<file path="src/rtl/product_accumulator.sv">
// Sums TERMS consecutive 8-bit products into one ACC_W-bit result behind a valid/ready port.
// Define PRODUCT_ACCUMULATOR_SAT_EN to saturate on overflow; the default build wraps modulo 2^ACC_W.
module product_accumulator #(
  parameter int ACC_W = 16,
  parameter int TERMS = 4
) (
  input  logic             clk,
  input  logic             rst_n,
  input  logic             clr,
  input  logic             prod_valid,
  output logic             prod_ready,
  input  logic [7:0]       prod,
  output logic             res_valid,
  input  logic             res_ready,
  output logic [ACC_W-1:0] res,
  output logic             res_ovf
);
  // state | meaning
  // ACCUM | accepting products into the running sum
  // HOLD  | result presented, waiting for res_ready or clr
  localparam int CNT_W = (TERMS > 1) ? $clog2(TERMS) : 1;
  localparam logic [CNT_W-1:0] CNT_LAST = CNT_W'(TERMS - 1);

  typedef enum logic {ACCUM = 1'b0, HOLD = 1'b1} state_t;

  state_t           state, state_nxt;
  logic [ACC_W-1:0] acc, acc_nxt;
  logic [CNT_W-1:0] cnt;
  logic             ovf;
  logic [ACC_W:0]   sum;
  logic             carry, accept, last;

  assign sum   = {1'b0, acc} + {{(ACC_W-7){1'b0}}, prod};
  assign carry = sum[ACC_W];

`ifdef PRODUCT_ACCUMULATOR_SAT_EN
  // Once at all-ones, any further nonzero term carries again, so saturation sticks.
  assign acc_nxt = carry ? {ACC_W{1'b1}} : sum[ACC_W-1:0];
`else
  assign acc_nxt = sum[ACC_W-1:0];
`endif

  assign last      = (cnt == CNT_LAST);
  assign res_valid = (state == HOLD);

  always_comb begin
    state_nxt  = state;
    prod_ready = (state == ACCUM) && !clr;
    accept     = prod_valid && prod_ready;
    case (state)
      ACCUM:   if (accept && last) state_nxt = HOLD;
      HOLD:    if (clr || res_ready) state_nxt = ACCUM;
      default: state_nxt = ACCUM;
    endcase
  end

  always_ff @(posedge clk or negedge rst_n) begin
    if (!rst_n) state <= ACCUM;
    else        state <= state_nxt;
  end

  always_ff @(posedge clk or negedge rst_n) begin
    if (!rst_n) begin
      acc     <= '0;
      cnt     <= '0;
      ovf     <= 1'b0;
      res     <= '0;
      res_ovf <= 1'b0;
    end else if (clr) begin
      acc <= '0;
      cnt <= '0;
      ovf <= 1'b0;
    end else if (accept) begin
      if (last) begin
        res     <= acc_nxt;
        res_ovf <= ovf | carry;
        acc     <= '0;
        cnt     <= '0;
        ovf     <= 1'b0;
      end else begin
        acc <= acc_nxt;
        cnt <= cnt + 1'b1;
        ovf <= ovf | carry;
      end
    end
  end

endmodule

</file>
<file path="config.mk">
export PLATFORM = sky130hd
export DESIGN_NAME = product_accumulator
export DESIGN_NICKNAME = d
export VERILOG_FILES = /design/src/rtl/product_accumulator.sv
export SDC_FILE = /design/constraint.sdc
export NUM_CORES = 1
export LEC_CHECK = 0
export ABC_AREA = 1
export CAP_MARGIN = 20
export CORE_MARGIN = 5
export CORE_UTILIZATION = 49
export DETAILED_ROUTE_END_ITERATION = 8
export GPL_ROUTABILITY_DRIVEN = 1
export MAX_ROUTING_LAYER = met4
export PLACE_DENSITY_LB_ADDON = 0.2
export SLEW_MARGIN = 20
export SYNTH_ARGS = -nofsm -noshare
export SYNTH_HDL_FRONTEND = slang
export SYNTH_SLANG_ARGS = --single-unit
</file>
<file path="constraint.sdc">
create_clock -name clk -period 1.8 [get_ports clk]
set_input_delay 0.36 -clock clk [delete_from_list [all_inputs] [get_ports clk]]
set_output_delay 0.36 -clock clk [all_outputs]
set_load 0.05 [all_outputs]
</file>
---- Word level (Yosys, flattened, before mapping) ----
Cells that the tools add are included.
storage, ports and cells
  word-level logic and storage cells ...... 31
  input bits .............................. 13
  register bits after elaboration ......... 37
  output and inout bits ................... 19
operators by class
  eq/ne operators ......................... 1
  mux-type cells .......................... 12
  add/subtract/negate cells ............... 2
  bitwise operators ....................... 3
  reductions and logical operators ........ 7
operators with widths
  kind                   number
  $mux W16               3
  $add A16 B8 Y17        1
  $mux W2                3
  $mux W1                5
  $logic_and A1 B1 Y1    3
  $reduce_and A3 Y1      1
  $add A2 B1 Y2 const B  1
  $eq A2 B2 Y1 const B   1
  $not A1 Y1             2
  $pmux W1 S2            1
  $reduce_bool A2 Y1     1
  $logic_not A1 Y1       1
  $logic_or A1 B1 Y1     1
  $or A1 B1 Y1           1

---- Longest topological paths before layout ----
  depth in word-level cells ............... 6
  gate-level depth with buffers ........... 11
  mapped depth without buffers ............ 11

---- Worst setup path before layout ----
No wires, ideal clock.
  path type ............................... register to register
  start ................................... register state, in the netlist res_valid
  end ..................................... register res[2]
  buffers on the path ..................... 1
  clock period less this slack ............ 1.850 ns
  stages on the path, launching flop included .. 8
  setup slack ............................. -0.050 ns
  setup time .............................. 0.124 ns
  arrival time ............................ 1.726 ns
  data required time ...................... 1.676 ns
  path through ............................ dfrtp_1 > nor2_2 > nand2_4 > nor2_4 > inv_2 > buf_6 > nand2_1 > o21ai_2
between the ends
  word-level cells in the longest chain between the ends .. 4
RTL lines
  element                             RTL line  text
  start: declaration                  26        state_t state, state_nxt;
  start signal: assignment            59        else state <= state_nxt;
  $not A1 Y1                          48        prod_ready = (state == ACCUM) && !clr;
  $logic_and A1 B1 Y1                 48
  named net prod_ready                11        output logic prod_ready,
  $logic_and A1 B1 Y1                 49        accept = prod_valid && prod_ready;
  $reduce_and A3 Y1 (no source line)  n/a
  end signal: assignment              75        res <= acc_nxt;
  end: declaration                    15        output logic [ACC_W-1:0] res,
The timed path passes the listed nets, and every way through them passes these cells.
A chain may end at the register's enable or synchronous reset.

---- Final worst setup path ----
  start ................................... register acc[0]
  end ..................................... register res_ovf
between the ends
  word-level cells in the longest chain between the ends .. 2
RTL lines
  element                   RTL line  text
  start: declaration        27        logic [ACC_W-1:0] acc, acc_nxt;
  start signal: assignment  81        acc <= acc_nxt;
  $add A16 B8 Y17           33        assign sum = {1'b0, acc} + {{(ACC_W-7){1'b0}}, prod};
  $or A1 B1 Y1              76        res_ovf <= ovf | carry;
  end signal: assignment    76
  end: declaration          16        output logic res_ovf
Every way passes these cells.

==> metrics.yaml <==
power:
  vdd.ir_drop.worst_mv: 0.482
  power.density_nw_per_um2: 981
  leakage_uw: 0.00150
  p_total_uw: 2800
min_path:
  min_path_type: "primary input to asynchronous set/reset pin"
detailed_routing:
  post-route-drc-count: 0
  firstDrtPassIters: 4
  routed-via-count: 1956
  drt-total-wl_um: 4900
  count_of_routing_violations_after_the_opening_detailed_route_iteration: 94
  drt.antenna.violating_nets: 0
  avgViaCountPerCell: 5.07
  routed_wl_per_cell_um: 12.7
grt:
  grt_pass1_wl_um: 8700
  vias_in_the_first_global_route: 1945
  overflow: 0
  grt_max_degree: 21
  grt_antenna_before_repair: 0
  track_usage: 0.184
synthesis:
  post_synth_inst_count: 284
  synth-edff-count: 0
  asyncSetResetFlopFracSynth: 1.00
  synthesis.area_per_instance_um2: 7.55
  seq_area_frac_synth: 0.432
  ys_ff_latch: 37
  synth_top_cells_by_area: "dfrtp_1 43%, nand2_1 19%, nand3_1 8.6%"
  most_used_dff_post_synth: "dfrtp_1"
  synth_fp_nets: 307
  ys_top_cells_by_count: "111 x nand2_1, 37 x dfrtp_1, 37 x nand3_1"
  synth.lib_cells_used.distinct: 27
  post-synth-top-count-cell: "nand2_1"
  yosysWarningCount: 0
  yosys_top_cell_area_share: 0.432
  syn-cell-area_um2: 2140
  yosysTopAreaCell: "dfrtp_1"
clocking:
  cts_made_buffers: 5
  clock_sinks: 37
  clk-insertion-delay-late_ns: 0.29
  tritoncts_clock_tree: "done"
  cts.reportedPaths.clkPinSlew_ns: 0.07
  cts_root_buf: "clkbuf_8"
  clock_tree.htree_level_count: 2
  clk_path_buf_depth: 2
sta:
  final-setup-viol-count: 0
  report.final.slew_viol_count: 0
  period_needed_ns: 1.71
  finalWorstSetupSlack_ns: 0.0950
  relSlewSlack: 0.718
  timing.setup.tns_ns: 0
  timing.fmax_mhz: 587
  worstMarginPinSlew_ns: 0.423
  finClkSkew_ns: 0.00293
  timing.final.hold_violations: 14
  holdWs_ns: -0.00523
  finalCritPeriodShare: 0.947
placement:
  dp.final_hpwl_um: 3650
  pre_cts_ws_ns: -0.448
  finalWeightedCongestion: 0.881
  portBuffers: 31
critical_path:
  critPathRequiredTime_ns: 1.99
  setup.worst_path.class: "register to register"
  timing.critical_path.from: "acc[0]"
  path_max_fanout: 3
  startpoint_type: "register"
  critical_path_at_ns: 1.89
  timing.rr.start: "acc[0]"
  worst_setup_path_end_kind: "register"
cells_and_area:
  layout.nets: 357
  antennaDiodeCount: 0
  areaGrowthSynthToFinish_pct: 33.4
  post_route_cells_drive_above_1_share: 0.254
  n_fill_cell: 376
die:
  dieArea_um2: 5800
  die-height_um: 76.1
  boundaryPins: 32
  floorplan.core_area_um2: 4290
  floorplan.rows: 24
  floorplan.initialDensity: 0.499
  dieWidth_um: 76.1
job:
  maxCapViolations: 0
outcome:
  status: "complete, but fails checks"
  failed_checks: "hold timing"
## metal layers
metal / vias to the layer above / global-route usage / part of all wire
li1: 993 / - / -
met1: 921 / 0.242 / 0.48
met2: 35 / 0.271 / 0.46
met3: 7 / 0.0520 / 0.047
met4: 0 / 0.0699 / 0.016
met5: - / - / 0
## area by class of cell
type	instances	area [um2]	area share
Multi-Input combinational cell	208	1220	0.426
Sequential cell	37	926	0.324
Tap cell	52	65.1	0.0227
Inverter	34	128	0.0446
Clock buffer	7	86.3	0.0302
Timing Repair Buffer	48	438	0.153
## cell families (layout without fill, tap and decap cells)
logic type      count (synthesis)  after routing  synth area share
fa+ha+maj                      10             10            0.0619
buf+inv                        39             89            0.0823
compound gates                 20             20            0.0537
flops                          37             37             0.432
simple gates                  175            175             0.358
xor+xnor                        3              3            0.0123
## layout by cell type (no fill, tap or decap), drive strengths merged
| master | count |
|---|---|
| a21oi | 5 |
| buf | 37 |
| nand2 | 113 |
| xnor2 | 2 |
| nor2 | 15 |
| nand3 | 37 |
| nand3b | 2 |
| o21ai | 14 |
| clkbuf | 7 |
| a22o | 1 |
| dlymetal6s2s | 1 |
| nand4 | 2 |
| or2 | 3 |
| dfrtp | 37 |
| xor2 | 1 |
| nor3 | 3 |
| clkdlybuf4s50 | 10 |
| ha | 9 |
| inv | 34 |
| fa | 1 |
## final timing paths
kind,end,slack (ns),cells after the start
max in group asynchronous,acc[14],1.35,2
min,res[3],-0.005,1
min in group clk,res[8],0.48,2
max reg2reg,res_ovf,0.09,10
max,res_ovf,0.09,10
min reg2reg,res[8],0.48,2
## repair_timing
item / CTS / global route
setup buffers: 0 / 0
endpoints found under the setup margin: 14 / 26
pin swaps: 0 / 11
endpoints found under the hold margin: 0 / 0
gates resized for setup: 3 / 31
hold buffers: 0 / 0
## state kept, by name, indices dropped and copies added, names as in the netlist
name,count
res_ovf,1
res_valid,1
acc,16
res,16
cnt,2
ovf,1
## worst max-delay path, cell delays in order (launching register included)
cell and delay, ns:
dfrtp_1 0.38, ha_2 0.20, fa_2 0.43, nand3_2 0.08, nand3_2 0.09, nand2_2 0.11, nand3_4 0.09, nand3_2 0.08
nand2_1 0.05, nand2_1 0.05, nand2_1 0.04
## power breakdown
group | switching, uW | internal (uW) | total, uW
registers | 89.6 | 960 | 1050
clock network | 286 | 304 | 590
logic | 720 | 445 | 1170
## per-stage QoR
stage	util	instances	instance area [um2]
finish	0.666	386	2860
global route	0.666	386	2860
CTS	0.628	386	2700
global placement	0.605	379	2600
detailed placement	0.605	379	2600
floorplan	-	284	2150
Note: power is estimated with default switching activity, not from simulation.
